`src/rtl/px_fifo_apb_reader.sv`:
```
// APB3 completer draining the pixel capture FIFO: CTRL/STATUS/DATA/FRAME_LEN registers.
// Optional holding-register prefetch is enabled by defining PX_FIFO_APB_READER_PREFETCH_EN.
module px_fifo_apb_reader #(
    parameter int DATA_WIDTH = 16,
    parameter int CNT_WIDTH  = 16
) (
    input  logic                  clk,
    input  logic                  reset,
    input  logic                  PSEL,
    input  logic                  PENABLE,
    input  logic                  PWRITE,
    input  logic [3:0]            PADDR,
    input  logic [31:0]           PWDATA,
    output logic [31:0]           PRDATA,
    output logic                  PREADY,
    output logic                  PSLVERR,
    output logic                  fifo_rden,
    input  logic [DATA_WIDTH-1:0] fifo_rdata,
    input  logic                  fifo_empty,
    input  logic                  fifo_full,
    input  logic                  fifo_wren,
    input  logic                  capture_busy,
    output logic                  capture_start,
    output logic                  irq
);
    localparam logic [1:0] A_CTRL   = 2'd0;
    localparam logic [1:0] A_STATUS = 2'd1;
    localparam logic [1:0] A_DATA   = 2'd2;
    localparam logic [1:0] A_FLEN   = 2'd3;
    localparam logic [CNT_WIDTH-1:0] CNT_ONE = {{(CNT_WIDTH-1){1'b0}}, 1'b1};

    typedef enum logic [1:0] {S_IDLE, S_POP, S_LATCH} state_t;

    state_t                 state;
    logic                   irq_en;
    logic                   ovf;
    logic                   frame_done;
    logic [CNT_WIDTH-1:0]   frame_len;
    logic [CNT_WIDTH-1:0]   words_read;
    logic [1:0]             sel;
    logic                   setup;
    logic                   wr_xfer;
    logic                   ctrl_wr;
    logic                   start;
    logic                   clr_ovf;
    logic                   ovf_set;
    logic                   data_rd;
    logic                   read_done;
    logic                   empty_flag;
    logic [31:0]            rd_word;
    logic                   unused_bits;

    function automatic logic [CNT_WIDTH-1:0] sat_inc(input logic [CNT_WIDTH-1:0] c);
        return (c == {CNT_WIDTH{1'b1}}) ? c : c + CNT_ONE;
    endfunction

    function automatic logic [31:0] zext_data(input logic [DATA_WIDTH-1:0] d);
        logic [31:0] r;
        r = '0;
        r[DATA_WIDTH-1:0] = d;
        return r;
    endfunction

    function automatic logic [31:0] zext_cnt(input logic [CNT_WIDTH-1:0] c);
        logic [31:0] r;
        r = '0;
        r[CNT_WIDTH-1:0] = c;
        return r;
    endfunction

    assign sel         = PADDR[3:2];
    assign setup       = PSEL & ~PENABLE & (state == S_IDLE);
    assign wr_xfer     = setup & PWRITE;
    assign ctrl_wr     = wr_xfer & (sel == A_CTRL);
    assign start       = ctrl_wr & PWDATA[0];
    assign clr_ovf     = ctrl_wr & PWDATA[1];
    assign ovf_set     = fifo_wren & fifo_full;
    assign data_rd     = setup & ~PWRITE & (sel == A_DATA);
    assign irq         = irq_en & (frame_done | ovf);
    assign unused_bits = ^{PADDR[1:0], PWDATA};

`ifdef PX_FIFO_APB_READER_PREFETCH_EN
    logic                  hold_valid;
    logic                  in_flight;
    logic                  take_inflight;
    logic [DATA_WIDTH-1:0] hold;

    // Auto-pop keeps hold filled; a word arriving for a waiting read bypasses hold.
    assign fifo_rden     = ~reset & ~hold_valid & ~in_flight & ~fifo_empty & ~start;
    assign take_inflight = in_flight & ((state == S_POP) | (data_rd & ~hold_valid));
    assign empty_flag    = ~hold_valid & fifo_empty;
    assign read_done     = (state == S_POP) | (data_rd & (hold_valid | in_flight));

    always_ff @(posedge clk or posedge reset) begin
        if (reset) begin
            hold_valid <= 1'b0;
            in_flight  <= 1'b0;
        end else begin
            in_flight <= fifo_rden;
            if (start)
                hold_valid <= 1'b0;
            else if (in_flight & ~take_inflight)
                hold_valid <= 1'b1;
            else if (data_rd & hold_valid)
                hold_valid <= 1'b0;
        end
    end

    always_ff @(posedge clk) begin
        if (in_flight)
            hold <= fifo_rdata;
    end
`else
    assign fifo_rden  = ~reset & data_rd & ~fifo_empty;
    assign empty_flag = fifo_empty;
    assign read_done  = (state == S_POP);
`endif

    always_comb begin
        rd_word = '0;
        case (sel)
            A_CTRL:   rd_word[2] = irq_en;
            A_STATUS: begin
                rd_word[16 +: CNT_WIDTH] = words_read;
                rd_word[4:0] = {frame_done, capture_busy, ovf, fifo_full, empty_flag};
            end
            A_FLEN:   rd_word = zext_cnt(frame_len);
            default:  rd_word = '0;
        endcase
    end

    always_ff @(posedge clk or posedge reset) begin
        if (reset) begin
            state         <= S_IDLE;
            PRDATA        <= '0;
            PREADY        <= 1'b0;
            PSLVERR       <= 1'b0;
            capture_start <= 1'b0;
            irq_en        <= 1'b0;
            ovf           <= 1'b0;
            frame_done    <= 1'b0;
            frame_len     <= '0;
            words_read    <= '0;
        end else begin
            PREADY        <= 1'b0;
            PSLVERR       <= 1'b0;
            capture_start <= start;
            ovf           <= ovf_set | (ovf & ~clr_ovf);

            if (ctrl_wr)
                irq_en <= PWDATA[2];
            if (wr_xfer && sel == A_FLEN)
                frame_len <= PWDATA[CNT_WIDTH-1:0];

            if (start)
                words_read <= '0;
            else if (read_done)
                words_read <= sat_inc(words_read);

            if (start)
                frame_done <= 1'b0;
            else if (frame_len != '0 && words_read == frame_len)
                frame_done <= 1'b1;

            case (state)
                S_IDLE: begin
                    if (data_rd) begin
`ifdef PX_FIFO_APB_READER_PREFETCH_EN
                        if (hold_valid | in_flight) begin
                            PRDATA <= hold_valid ? zext_data(hold) : zext_data(fifo_rdata);
                            PREADY <= 1'b1;
                        end else if (fifo_rden) begin
                            state <= S_POP;
                        end else begin
                            PRDATA  <= '0;
                            PREADY  <= 1'b1;
                            PSLVERR <= 1'b1;
                        end
`else
                        if (!fifo_empty) begin
                            state <= S_POP;
                        end else begin
                            PRDATA  <= '0;
                            PREADY  <= 1'b1;
                            PSLVERR <= 1'b1;
                        end
`endif
                    end else if (setup) begin
                        PRDATA  <= PWRITE ? 32'd0 : rd_word;
                        PREADY  <= 1'b1;
                        PSLVERR <= PWRITE & ((sel == A_STATUS) | (sel == A_DATA));
                    end
                end
                S_POP: begin
                    PRDATA <= zext_data(fifo_rdata);
                    PREADY <= 1'b1;
                    state  <= S_LATCH;
                end
                S_LATCH: state <= S_IDLE;
                default: state <= S_IDLE;
            endcase
        end
    end
endmodule
```
`config.mk`:
```
export PLATFORM = sky130hd
export DESIGN_NAME = px_fifo_apb_reader
export DESIGN_NICKNAME = d
export VERILOG_FILES = /design/src/rtl/px_fifo_apb_reader.sv
export SDC_FILE = /design/constraint.sdc
export NUM_CORES = 1
export LEC_CHECK = 0
export CORE_MARGIN = 4
export CORE_UTILIZATION = 48
export DETAILED_ROUTE_END_ITERATION = 16
export GPL_ROUTABILITY_DRIVEN = 0
export GPL_TIMING_DRIVEN = 0
export HOLD_SLACK_MARGIN = 0.05
export PLACE_DENSITY = 0.8
export SYNTH_ARGS = -nofsm -noshare
export SYNTH_HDL_FRONTEND = slang
export SYNTH_SLANG_ARGS = --single-unit
export TNS_END_PERCENT = 5
```
`constraint.sdc`:
```
create_clock -name clk -period 2.4 [get_ports clk]
set_input_delay 0.36 -clock clk [delete_from_list [all_inputs] [get_ports clk]]
set_output_delay 0.36 -clock clk [all_outputs]
set_load 0.01 [all_outputs]
```
# Word-level counts from Yosys, hierarchy flattened

Cells that the tools add are included.

Register bits after elaboration: 72
Input port bits: 61
Output and inout port bits: 37

Add/sub/neg operators: 1
Eq/ne operators: 11
Muxes and demuxes: 25
Bitwise operators: 22
Reductions and logical operators: 11

Operators with widths:

| operator                                             | number |
|---|---|
| two-way mux 32 bit                                   | 4 |
| two-way mux 16 bit                                   | 4 |
| one-hot mux 32 bit (2 select lines)                  | 1 |
| adder 16 x 1 -> 16 bit (second input constant)       | 1 |
| equality test 16 bit                                 | 1 |
| equality test 16 bit (second input constant)         | 1 |
| nonzero test 16 bit                                  | 1 |
| AND 1 bit                                            | 14 |
| one-hot mux 2 bit (2 select lines)                   | 3 |
| two-way mux 11 bit                                   | 1 |
| two-way mux 1 bit                                    | 8 |
| inequality test 2 bit (second input constant)        | 3 |
| inequality test 3 bit (second input constant)        | 2 |
| nonzero test 2 bit                                   | 3 |
| inverter 1 bit                                       | 5 |
| equality test 2 x 1 -> 1 bit (second input constant) | 2 |
| equality test 2 bit (second input constant)          | 2 |
| zero test 2 bit                                      | 2 |
| two-way mux 2 bit                                    | 2 |
| AND reduction 2 bit                                  | 2 |
| OR 1 bit                                             | 3 |
| one-hot mux 1 bit (3 select lines)                   | 1 |
| AND reduction 3 bit                                  | 1 |
| logical AND 1 bit                                    | 2 |
| one-hot mux 1 bit (2 select lines)                   | 1 |

# Logic depth before layout (Yosys ltp)

Gate-level depths: netlist of run 1.

Word-level depth: 9
Depth in mapped cells: 7

# Worst setup path before layout of run 1

Ideal clock, no wire load.

Kind: input to register
Start point: input PADDR[2]
End point: register PRDATA[10]
Arrival: 1.867 ns
Path slack: 0.407 ns
Stages on the path: 7
Path buffers: 1
Cell sequence: inv_1 -> ha_1 -> or3b_2 -> a21oi_1 -> inv_1 -> buf_2 -> a2bb2oi_1

Longest elaborated chain between the ends: 6
Elaborated cells on any way between the ends: 11
Classes of those cells: eq/ne (4); mux (5); bitwise (1); reduce/logical (1)

Ends and longest elaborated chain:

| what                                | RTL line | text |
|---|---|---|
| start: declaration                  | 12       | `input logic [3:0] PADDR,` |
| equality test 2 bit                 | 121      | `case (sel)` |
| two-way mux 11 bit                  | 121      |  |
| two-way mux 32 bit                  | 189      | `PRDATA <= PWRITE ? 32'd0 : rd_word;` |
| two-way mux 32 bit                  | 188      | `end else if (setup) begin` |
| two-way mux 32 bit                  | 167      | `if (data_rd) begin` |
| one-hot mux 32 bit (2 select lines) | 165      | `case (state)` |
| end signal: assignment              | 189      |  |
| end signal: assignment              | 195      | `PRDATA <= zext_data(fifo_rdata);` |
| end: declaration                    | 14       | `output logic [31:0] PRDATA,` |

Several ways; a longest one is shown, not always the timed one. The select of a mux whose other input is x is not followed.
A chain may end at the register's enable or synchronous reset.

# Worst setup path in the final report of run 1

Start point: input PADDR[2]
End point: output fifo_rden

Longest elaborated chain between the ends: 4

Ends and longest elaborated chain:

| what                    | RTL line | text |
|---|---|---|
| equality test 2 bit     | 78       | `assign data_rd = setup & ~PWRITE & (sel == A_DATA);` |
| AND 1 bit               | 78       |  |
| AND 1 bit (2 in series) | 114      | `assign fifo_rden = ~reset & data_rd & ~fifo_empty;` |
| end: declaration        | 17       | `output logic fifo_rden,` |

Every way passes these cells.

==> results of run 1 <==
-- state kept, by name (all words and copies together) (netlist names) --
| name | count |
|---|---|
| capture_start | 1 |
| frame_len | 16 |
| ovf | 1 |
| words_read | 16 |
| PREADY | 1 |
| PRDATA | 32 |
| irq_en | 1 |
| state | 2 |
| PSLVERR | 1 |
| frame_done | 1 |
-- how the worst max path moves through the flow --
stage / start / to / slack [ns] / cells after the start
final: PADDR[2] / fifo_rden / 0.08 / 6
after global routing: PADDR[2] / fifo_rden / 0.03 / 6
after CTS: PSEL / frame_len[13] / 0.05 / 6
after detailed placement: PADDR[2] / PRDATA[12] / -0.61 / 8
after global placement: reset / PRDATA[21] / -0.95 / 2
after floorplan: reset / PRDATA[0] / 0.22 / 1
-- report_power, final --
group / switching (mW) / total (mW) / internal, mW
combinational: 0.324 / 0.714 / 0.390
clock: 0.455 / 0.962 / 0.507
sequential: 0.239 / 1.63 / 1.39
total: 1.02 / 3.31 / 2.29
-- layout by cell type, fill, tap and decap left out, types with 2 or more instances in the layout --
cell,count
inv_1,5
a22oi_1,12
a211oi_1,5
buf_2,6
o31ai_1,3
o21ai_0,14
clkbuf_1,12
and4_1,3
nand2_1,18
nand3_1,18
clkbuf_8,10
or4_1,2
and3_1,2
mux2_2,17
a22o_1,9
a2bb2oi_1,11
mux2i_1,8
nor3_1,3
nand2b_1,4
nand4_1,5
nor4_1,9
nor2_1,26
or3_1,2
clkdlybuf4s50_1,77
xor2_1,16
a221oi_1,5
a21oi_1,9
clkinv_2,2
ha_1,5
dfrtp_1,72
-- per-stage QoR --
step           util (%)  cell area [µm²]
2_1_floorplan         -             3520
3_3_place_gp       63.7             4420
3_5_place_dp       63.7             4430
4_1_cts            67.0             4650
5_1_grt            67.0             4660
6_report           67.0             4660
-- routing by layer --
| metal | vias up | share of wire, % | track usage (%) |
|---|---|---|---|
| met4 | 0 | 2.3 | 8.90 |
| met1 | 1510 | 43 | 31.0 |
| met3 | 24 | 5.0 | 3.53 |
| li1 | 1387 | - | - |
| met2 | 127 | 50 | 37.7 |
| met5 | - | 0 | 0 |
-- kinds of logic (layout without fill, tap and decap cells) --
kind of cell | after synthesis | count (layout)
and+or+nand+nor | 104 | 104
DFF | 72 | 72
adders and majority gates | 6 | 6
muxes | 25 | 25
AOI/OAI and AO/OA | 76 | 76
xor gates and xnor gates | 16 | 16
buffers and inverters | 29 | 123
-- timing repair --
item,in CTS,in global routing
hold buffers,0,0
setup endpoints to repair,15,43
endpoints found under the hold margin,0,0
resized for setup,10,1
-- worst min-delay path, delay by kind of cell --
family,cells,cell delay (ns)
AO/OA/AOI/OAI,1,0.06
AND/OR/NAND/NOR,1,0.09
buffers and inverters,1,0.16
-- layout make-up --
type                    count  area (µm²)
fillers                   527        2290
flip-flops and latches     72        1800
multi-input cells         227        1620
repair buffers             78         782
clock buffers              11         141
well taps                  96         120
plain buffers              21        98.8
clock inverters             5        56.3
inverters                   8        32.5
==> metrics.md, run 1 <==
| Metric | Value |
|---|---|
| Top cells by area, synth | dfrtp_1, mux2_2, xor2_1 |
| Sequential share of the synthesized area | around half |
| Tot Pwr | 3.31 mW |
| Largest stage delay on the critical path | 0.48 ns |
| Final setup vio count | 0 |
| Crit-path slowest cell | clkdlybuf4s50_1 |
| Setup tns final | 0 ns |
| RR Endpoint | PRDATA[25] |
| Max transition margin | between 40% and 50% |
| Placed Cells | around 500 |
| Max Root-Sink Buffers | 2 |
| Fmax | around 430 MHz |
| Overall Global Routing Usage | between 20 and 25% |
| Layout area overhead | 32.2% |
| Simple-gate area share of the yosys netlist | 15.9% |
| PnR worst setup slack | ~0.083 ns |
| # rows | 30 |
| # Max-Cap Violations | 0 |
| WP data required | between 2 and 2.5 ns |
| Largest net degree at the start of global routing | 73 |
| I/O Buffers | 78 |
| Post-DRT Antenna Nets | 0 |
| Routed length per instance | ~19 µm |
| Die Wd | 93.7 µm |
| R2R depth | 6 |
| Yosys top cell area share | between 50 and 60% |
| Crit path max fanout | 5 |
| Htree depth | 3 |
| Adder-cell share of the synthesized area | about 2.1% |
| Final hold violation count | 0 |
| Synth warn | 0 |
| CTS tree | done |
| Core region area | 6940 µm² |
| Pre-Repair DR Iteration Count | 6 |
| Average via count per standard cell | between 5 and 6 |
| Layout cell share with drive strength beyond 1 | between 10% and 20% |
| Routed via count | about 3000 |
| Number of antenna diodes | 0 |
| Non-Filler Instances | 518 |
| Period utilization | roughly 97% |
| CTS sink cnt | 72 |
| Mapped Area | between 3000 and 4000 µm² |
| Post-synth ARST share | 100% |
| Power Dens Cells | 710 nW/µm² |
| Detailed placer's ending HPWL | 7000 µm |
| P_leak | ~2 nW |
| Most numerous cell in the Yosys netlist | dfrtp_1 |
| Run status | completed |
| CP Cell Sequence | clkdlybuf4s50_1, inv_2, ha_4, or3b_4, nor3_2, clkdlybuf4s15_2 |
| Worst Hold End | PSLVERR |
| RR Startpoint | state[1] |
| Main combinational cell family by area after synthesis | simple AND/OR/NAND/NOR gates |
| Synth Net Count | just under 400 |
| Post-synthesis compound-gate area fraction | between 10% and 20% |
| Post-Synth XOR/XNOR Area | between 3 and 4% |
| Die Span Y | roughly 94 µm |
| Skew-Pair Late Insertion Delay | ~0.34 ns |
| First-pass GRT wire length | roughly 16000 µm |
| Number of primary I/O pins | 98 |
| CP endpoint kind | output port |
| Worst Clk Skew | between 0.007 and 0.008 ns |
| Commonest cells in the netlist | dfrtp_1, nor2_1, nand2_1, nand3_1, mux2_2 |
| Root buffer cell | clkbuf_8 |
| Number of global-route vias before repair | between 3000 and 4000 |
| Synth Instances | 328 |
| Global route overflow | 0 |
| Slew Viols, Final | 0 |
| Final Routed Wirelength | approximately 9700 µm |
| Cts bufs inserted | 9 |
| Worst hold path type | in2reg |
| Starting density of the core | around 51% |
| Worst Path Buf+Inv | 3 |
| Residual DRC | 0 |
| Hold depth | 3 |
| Seq cells post-synth | slightly above 70 |
| Top Family by Delay on Critical Path | buffers and inverters |
| Post-synthesis mux area share | 7.71% |
| Initial antenna violation count | 0 |
| RSZ-0062 raised after global routing | no |
| CP arrival | just under 2 ns |
| Syn Area/Cell | around 11 µm² |
| CP Class | in2out |
| Post-CTS Setup Inserts | 0 |
| Hold_sp | PWRITE |
| Post-synth EDFFs | 0 |
| Synth unique cells | 49 |
| CP Launch Type | input pin |
| Max IR drop VDD | around 0.44 mV |
| Worst-Margin Slew | 0.886 ns |
| Final Critical Period | roughly 2.3 ns |
| DP Worst Slack | -0.614 ns |
| Ys flop type | dfrtp_1 |
| R2R Setup Slk | about 0.23 ns |
| Min Hold Slack | between 0.3 and 0.4 ns |
| Initial DRC Count | about 180 |
| Nets | about 480 |
| Die footprint | roughly 8800 µm² |
| Post-synth top area cell | dfrtp_1 |
| Worst-path clk slew | ~0.070 ns |
(Power assumes the default switching activity.)
==> run 2: changes to the inputs <==
--- a/constraint.sdc
+++ b/constraint.sdc
@@ -3,2 +3,2 @@
 set_output_delay 0.36 -clock clk [all_outputs]
-set_load 0.01 [all_outputs]
+set_load 0.05 [all_outputs]
==> run 2 against run 1 <==
Die area unchanged; sequential share of layout area decreased by 0.35 points; fmax increased by 0.55%; flip-flop and latch count is the same; non-clock buffer count did not move; critical endpoint unchanged; largest power group unchanged; highest routed layer unchanged.
==> metrics.md, run 2 (synthesized netlist as in run 1, its figures left out) <==
| Metric | Value |
|---|---|
| Power Dens Cells | 778 nW/µm² (+9.6%) |
| Design area | 4700 µm² (+0.91%) |
| Post-CTS Setup Inserts | 0 (unchanged) |
| RSZ-0062 raised after global routing | no |
| Number of antenna diodes | 0 (unchanged) |
| Top Metal Used | met4 |
| RR Endpoint | PRDATA[24] |
| Pre-Repair DR Iteration Count | 4 (-2) |
| Max reg flops | 32 (unchanged) |
| CP Launch Type | input pin |
| CP endpoint kind | output port |
| Setup tns final | 0 ns (unchanged) |
| Wire length on met3 | 755 µm (+57%) |
| Initial antenna violation count | 0 (unchanged) |
| Hold_sp | PWRITE |
| Commonest non-fill, non-tap cell in the layout | clkdlybuf4s50_1 |
| Final Routed Wirelength | 9620 µm (-0.83%) |
| Layout area overhead | 33.4% |
| Largest Register | PRDATA |
| Skew-Pair Late Insertion Delay | 0.35 ns (about the same) |
| Worst hold path type | in2reg |
| Initial DRC Count | 191 (+7.3%) |
| Core Util, Final | 67.7% (+0.61 points) |
| WL met2 | 4690 µm (-3.3%) |
| Post-DRT Antenna Nets | 0 (unchanged) |
| Routed length per instance | 18.6 µm (-0.64%) |
| Htree depth | 3 (unchanged) |
| Final hold violation count | 0 (unchanged) |
| Number of global-route vias before repair | 3068 (+0.69%) |
| Routed via count | 2999 (-1.6%) |
| Nets | 484 (unchanged) |
| I/O Buffers | 78 (unchanged) |
| Run status | completed |
| Root buffer cell | clkbuf_8 |
| Cts bufs inserted | 9 (unchanged) |
| Period utilization | 96.0% (-0.53 points) |
| R2R depth | 6 (unchanged) |
| Slew Viols, Final | 0 (unchanged) |
| Worst-Margin Slew | 0.892 ns (+0.00568 ns) |
| Layout cell share with drive strength beyond 1 | 11.6% (-0.45 points) |
| Max IR drop VDD | 0.516 mV (+18%) |
| Tot Pwr | 3.66 mW (+11%) |
| Number of primary I/O pins | 98 (unchanged) |
| P_leak | 2.03 nW (+1.1%) |
| R2R Setup Slk | 0.27 ns (+0.04 ns) |
| # Max-Cap Violations | 0 (unchanged) |
| Worst setup path end | fifo_rden |
| CP Class | in2out |
| Crit path max fanout | 5 (unchanged) |
| Most frequent cells in the layout | clkdlybuf4s50_1, dfrtp_1, nor2_1, nand2_1, nand3_1 |
| CP arrival | 1.94 ns (-0.02 ns) |
| Overall Global Routing Usage | 23.0% (about the same) |
| Average via count per standard cell | 5.80 (-1.4%) |
| Worst-path clk slew | 0.07 ns (about the same) |
| Die Wd | 93.7 µm (unchanged) |
| RR Startpoint | state[1] |
| Die footprint | 8770 µm² (unchanged) |
| Final Critical Period | 2.30 ns (-0.0127 ns) |
| First-pass GRT wire length | 15500 µm (-2.2%) |
| Fmax | 434 MHz (+0.55%) |
| Detailed placer's ending HPWL | 6800 µm (-2.8%) |
| Starting density of the core | 50.7% (unchanged) |
| CTS tree | done |
| Worst Clk Skew | 0.00725 ns (-0.000191 ns) |
| Largest regs | PRDATA: 32 flops, frame_len: 16 flops, words_read: 16 flops |
| Post-CTS Hold Buffers | 0 (unchanged) |
| Global route overflow | 0 (unchanged) |
| Largest net degree at the start of global routing | 73 (unchanged) |
| Dpl cell area | 4430 µm² (+0.11%) |
| Max Root-Sink Buffers | 2 (unchanged) |
| WP data required | 2.04 ns (about the same) |
| Final setup vio count | 0 (unchanged) |
| CTS sink cnt | 72 (unchanged) |
| Min Hold Slack | 0.365 ns (-0.00787 ns) |
| Max transition margin | 40.6% (-0.38 points) |
| Die Span Y | 93.7 µm (unchanged) |
| Met1 Routed Length | 4010 µm (-3.5%) |
| CP startpoint | PADDR[2] |
| # rows | 30 (unchanged) |
| Fillers | 537 (+1.9%) |
| Residual DRC | 0 (unchanged) |
| Core region area | 6940 µm² (unchanged) |
[run 2: changes by cell type in the layout (fill, tap and decap cells not counted)]
cell	before	now
inv_2	1	0
buf_6	1	2
clkdlybuf4s15_2	1	0
clkinv_2	2	0
bufinv_16	1	3
clkbuf_8	10	9
inv_1	5	6
nor3_2	1	0
nor3_4	0	1
[run 2: how the worst min path moves through the flow]
stage,endpoint,slack [ns],depth (start not counted)
after floorplan,frame_done,0.47,2
after global placement,PRDATA[31],0.50,1
after detailed placement,PRDATA[21],0.49,1
after CTS,PSLVERR,0.35,3
after global routing,PSLVERR,0.38,3
final,PSLVERR,0.37,3
[run 2: metal layers]
layer	track usage, %	up-vias
met5	0	-
met4	7.22	0
met3	6.09	18
met2	36.7	130
met1	30.9	1459
li1	-	1392
[run 2: repair_timing]
| item | 4_1_cts | 5_1_grt |
|---|---|---|
| gates resized for setup | 12 | 2 |
| cloned | 0 | 0 |
| endpoints found under the setup margin | 13 | 32 |
[run 2: layout make-up]
cell class                      count  area, µm²  area share (%)
Sequential cell                    72       1800            38.3
Buffer                             21       98.8            2.10
Clock buffer                       10        128            2.72
Inverter                            8       32.5           0.692
Tap cell                           96        120            2.56
Multi-Input combinational cell    227       1630            34.7
Timing Repair Buffer               78        782            16.6
Clock inverter                      5        106            2.26
[run 2: per-stage QoR]
| step | instances | setup slack [ns] |
|---|---|---|
| 2_1_floorplan | 328 | 0.215 |
| 3_3_place_gp | 502 | -1.01 |
| 3_5_place_dp | 502 | -0.683 |
| 4_1_cts | 517 | 0.0507 |
| 5_1_grt | 517 | 0.0283 |
| 6_report | 517 | 0.0955 |
[run 2: power breakdown]
part	internal [mW]	leakage, nW	switching [mW]
clock network	0.687	0.113	0.457
registers	1.39	0.918	0.235
logic	0.390	1.00	0.497
total	2.47	2.03	1.19
[run 2: critical path, cell delays in order]
cell             delay (ns)
clkdlybuf4s50_1        0.46
inv_1                  0.16
ha_4                   0.19
or3b_4                 0.42
nor3_4                 0.16
buf_6                  0.19
==> run 3: changes to the inputs <==
- CORE_UTILIZATION: 48 -> 63
- DONT_BUFFER_PORTS: unset -> 1
- PLACE_DENSITY: 0.8 -> 0.79
- SLEW_MARGIN: unset -> 20
==> run 3 against run 2 <==
Combinational power down 43%; count of clock-buffer cells in the layout up 3; routed wire length down 10%; worst hold slack worse by 0.21 ns; global-route usage up 4.3 points; final area down 18%; non-clock buffer count down 76.
==> metrics.md, run 3 (synthesized netlist as in run 1, its figures left out) <==
| Metric | Value |
|---|---|
| Routed via count | 2729 (-9.0%) |
| R2R Setup Slk | 0.27 ns (about the same) |
| Pre-Repair DR Iteration Count | 4 (unchanged) |
| Slew Viols, Final | 0 (unchanged) |
| Final hold violation count | 0 (unchanged) |
| Final Routed Wirelength | 8660 µm (-10%) |
| CP Launch Type | flip-flop |
| Skew-Pair Late Insertion Delay | 0.34 ns (about the same) |
| Residual DRC | 0 (unchanged) |
| Detailed placer's ending HPWL | 6240 µm (-8.3%) |
| Average via count per standard cell | 6.56 (+13%) |
| Cts bufs inserted | 9 (unchanged) |
| Overall Global Routing Usage | 27.4% (+4.3 points) |
| Core region area | 5270 µm² (-24%) |
| Die Wd | 82.8 µm (-12%) |
| Layout area overhead | 9.88% |
| CP Class | reg2out |
| Starting density of the core | 66.8% (+16 points) |
| Htree depth | 3 (unchanged) |
| Commonest non-fill, non-tap cell in the layout | dfrtp_1 |
| Power Dens Cells | 846 nW/µm² (+8.7%) |
| Worst-path clk slew | 0.07 ns (about the same) |
| Final Critical Period | 2.34 ns (+0.0384 ns) |
| Number of primary I/O pins | 98 (unchanged) |
| Period utilization | 97.6% (+1.6 points) |
| Number of global-route vias before repair | 2838 (-7.5%) |
| DP Worst Slack | -0.112 ns (+0.572 ns) |
| WP data required | 2.04 ns (about the same) |
| Nets | 408 (-16%) |
| RR Endpoint | PRDATA[19] |
| Initial DRC Count | 268 (+40%) |
| CP arrival | 1.98 ns (+0.04 ns) |
| Largest net degree at the start of global routing | 53 (-27%) |
| Post-DRT Antenna Nets | 0 (unchanged) |
| RR Startpoint | state[1] |
| CTS tree | done |
| Number of antenna diodes | 0 (unchanged) |
| # Max-Cap Violations | 0 (unchanged) |
| PnR worst setup slack | 0.0571 ns (-0.0384 ns) |
| # rows | 26 (-13%) |
| Run status | completed |
| Fmax | 427 MHz (-1.6%) |
| Root buffer cell | clkbuf_8 |
| R2R depth | 6 (unchanged) |
| CP endpoint kind | output port |
| Global route overflow | 0 (unchanged) |
| RSZ-0062 raised after global routing | no |
| Largest Register | PRDATA |
| Worst Clk Skew | 0.00827 ns (+0.00102 ns) |
| I/O Buffers | 0 (-100%) |
| Worst setup path end | fifo_rden |
| Most frequent cells in the layout | dfrtp_1, nor2_1, nand2_1, nand3_1, mux2_2 |
| Max transition margin | 59.5% (+19 points) |
| Max IR drop VDD | 0.615 mV (+19%) |
| First-pass GRT wire length | 13800 µm (-11%) |
| Die footprint | 6850 µm² (-22%) |
| Max reg flops | 32 (unchanged) |
| P_leak | 1.74 nW (-14%) |
| Crit path max fanout | 5 (unchanged) |
| Final setup vio count | 0 (unchanged) |
| Dpl cell area | 3640 µm² (-18%) |
| CTS sink cnt | 72 (unchanged) |
| Design area | 3870 µm² (-18%) |
| Worst-Margin Slew | 0.603 ns (-0.289 ns) |
| Initial antenna violation count | 0 (unchanged) |
| Worst hold path type | in2reg |
| CP startpoint | state[1] |
| Routed length per instance | 20.8 µm (+12%) |
| Layout cell share with drive strength beyond 1 | 13.6% (+1.9 points) |
| Largest regs | PRDATA: 32 flops, frame_len: 16 flops, words_read: 16 flops |
| Die Span Y | 82.8 µm (-12%) |
| Max Root-Sink Buffers | 2 (unchanged) |
-- run 3: cell types whose count changed in the layout (fill, tap and decap cells not counted), sizes merged --
cell           previous run  this run
bufinv                    3         1
clkinv                    2         3
clkdlybuf4s50            77         0
clkinvlp                  1         0
dlygate4sd3               0         1
clkbuf                   22        25
-- run 3: worst min path at each step --
stage                          start    endpoint  slack [ns]  cells after the start
final                      fifo_full         ovf        0.16                      1
after floorplan           frame_done  frame_done        0.47                      2
after global placement     fifo_full         ovf        0.50                      1
after global routing       fifo_full         ovf        0.14                      1
after CTS                  fifo_full         ovf        0.15                      1
after detailed placement       reset   PRDATA[0]        0.21                      1
-- run 3: layout make-up --
type	instances	area (µm²)
buffer	21	97.6
clock buffer	13	159
clock inverter	3	40.0
fill	383	1400
inverter	8	32.5
multi-input combinational	227	1610
sequential	72	1800
tap	70	87.6
timing repair buffer	2	37.5
-- run 3: stage by stage --
step / instances / TNS, ns / util (%) / power [mW] / hold slack (ns)
3_3_place_gp: 398 / -36.10 / 68.6 / 2.29 / 0.505
6_report: 416 / 0 / 73.4 / 3.28 / 0.159
2_1_floorplan: 328 / 0 / - / 2.16 / 0.472
5_1_grt: 416 / 0 / 73.4 / 3.43 / 0.143
3_5_place_dp: 399 / -0.757 / 69.2 / 2.32 / 0.208
4_1_cts: 416 / 0 / 73.2 / 3.27 / 0.152
-- run 3: repair_timing --
action / CTS / global route
buffers inserted: 0 / 0
pin swaps: 0 / 0
resized for setup: 1 / 2
endpoints found under the hold margin: 20 / 0
setup endpoints to repair: 1 / 9
hold buffers: 1 / 0
-- run 3: worst max-delay path: stages, from the launching register on --
cell,delay (ns)
dfrtp_1,0.44
or4b_1,0.52
buf_2,0.19
nor3_4,0.50
-- run 3: report_power, final --
group	switching, mW	internal (mW)
sequential	0.422	1.39
combinational	0.260	0.243
clock	0.427	0.535
total	1.11	2.17
-- run 3: per-layer routing --
| layer | track usage [%] | wire, µm | vias up |
|---|---|---|---|
| met3 | 8.32 | 750 | 12 |
| met5 | 0 | 0 | - |
| met1 | 34.5 | 3610 | 1359 |
| li1 | - | - | 1245 |
| met2 | 45.0 | 4200 | 113 |
| met4 | 9.31 | 107 | 0 |
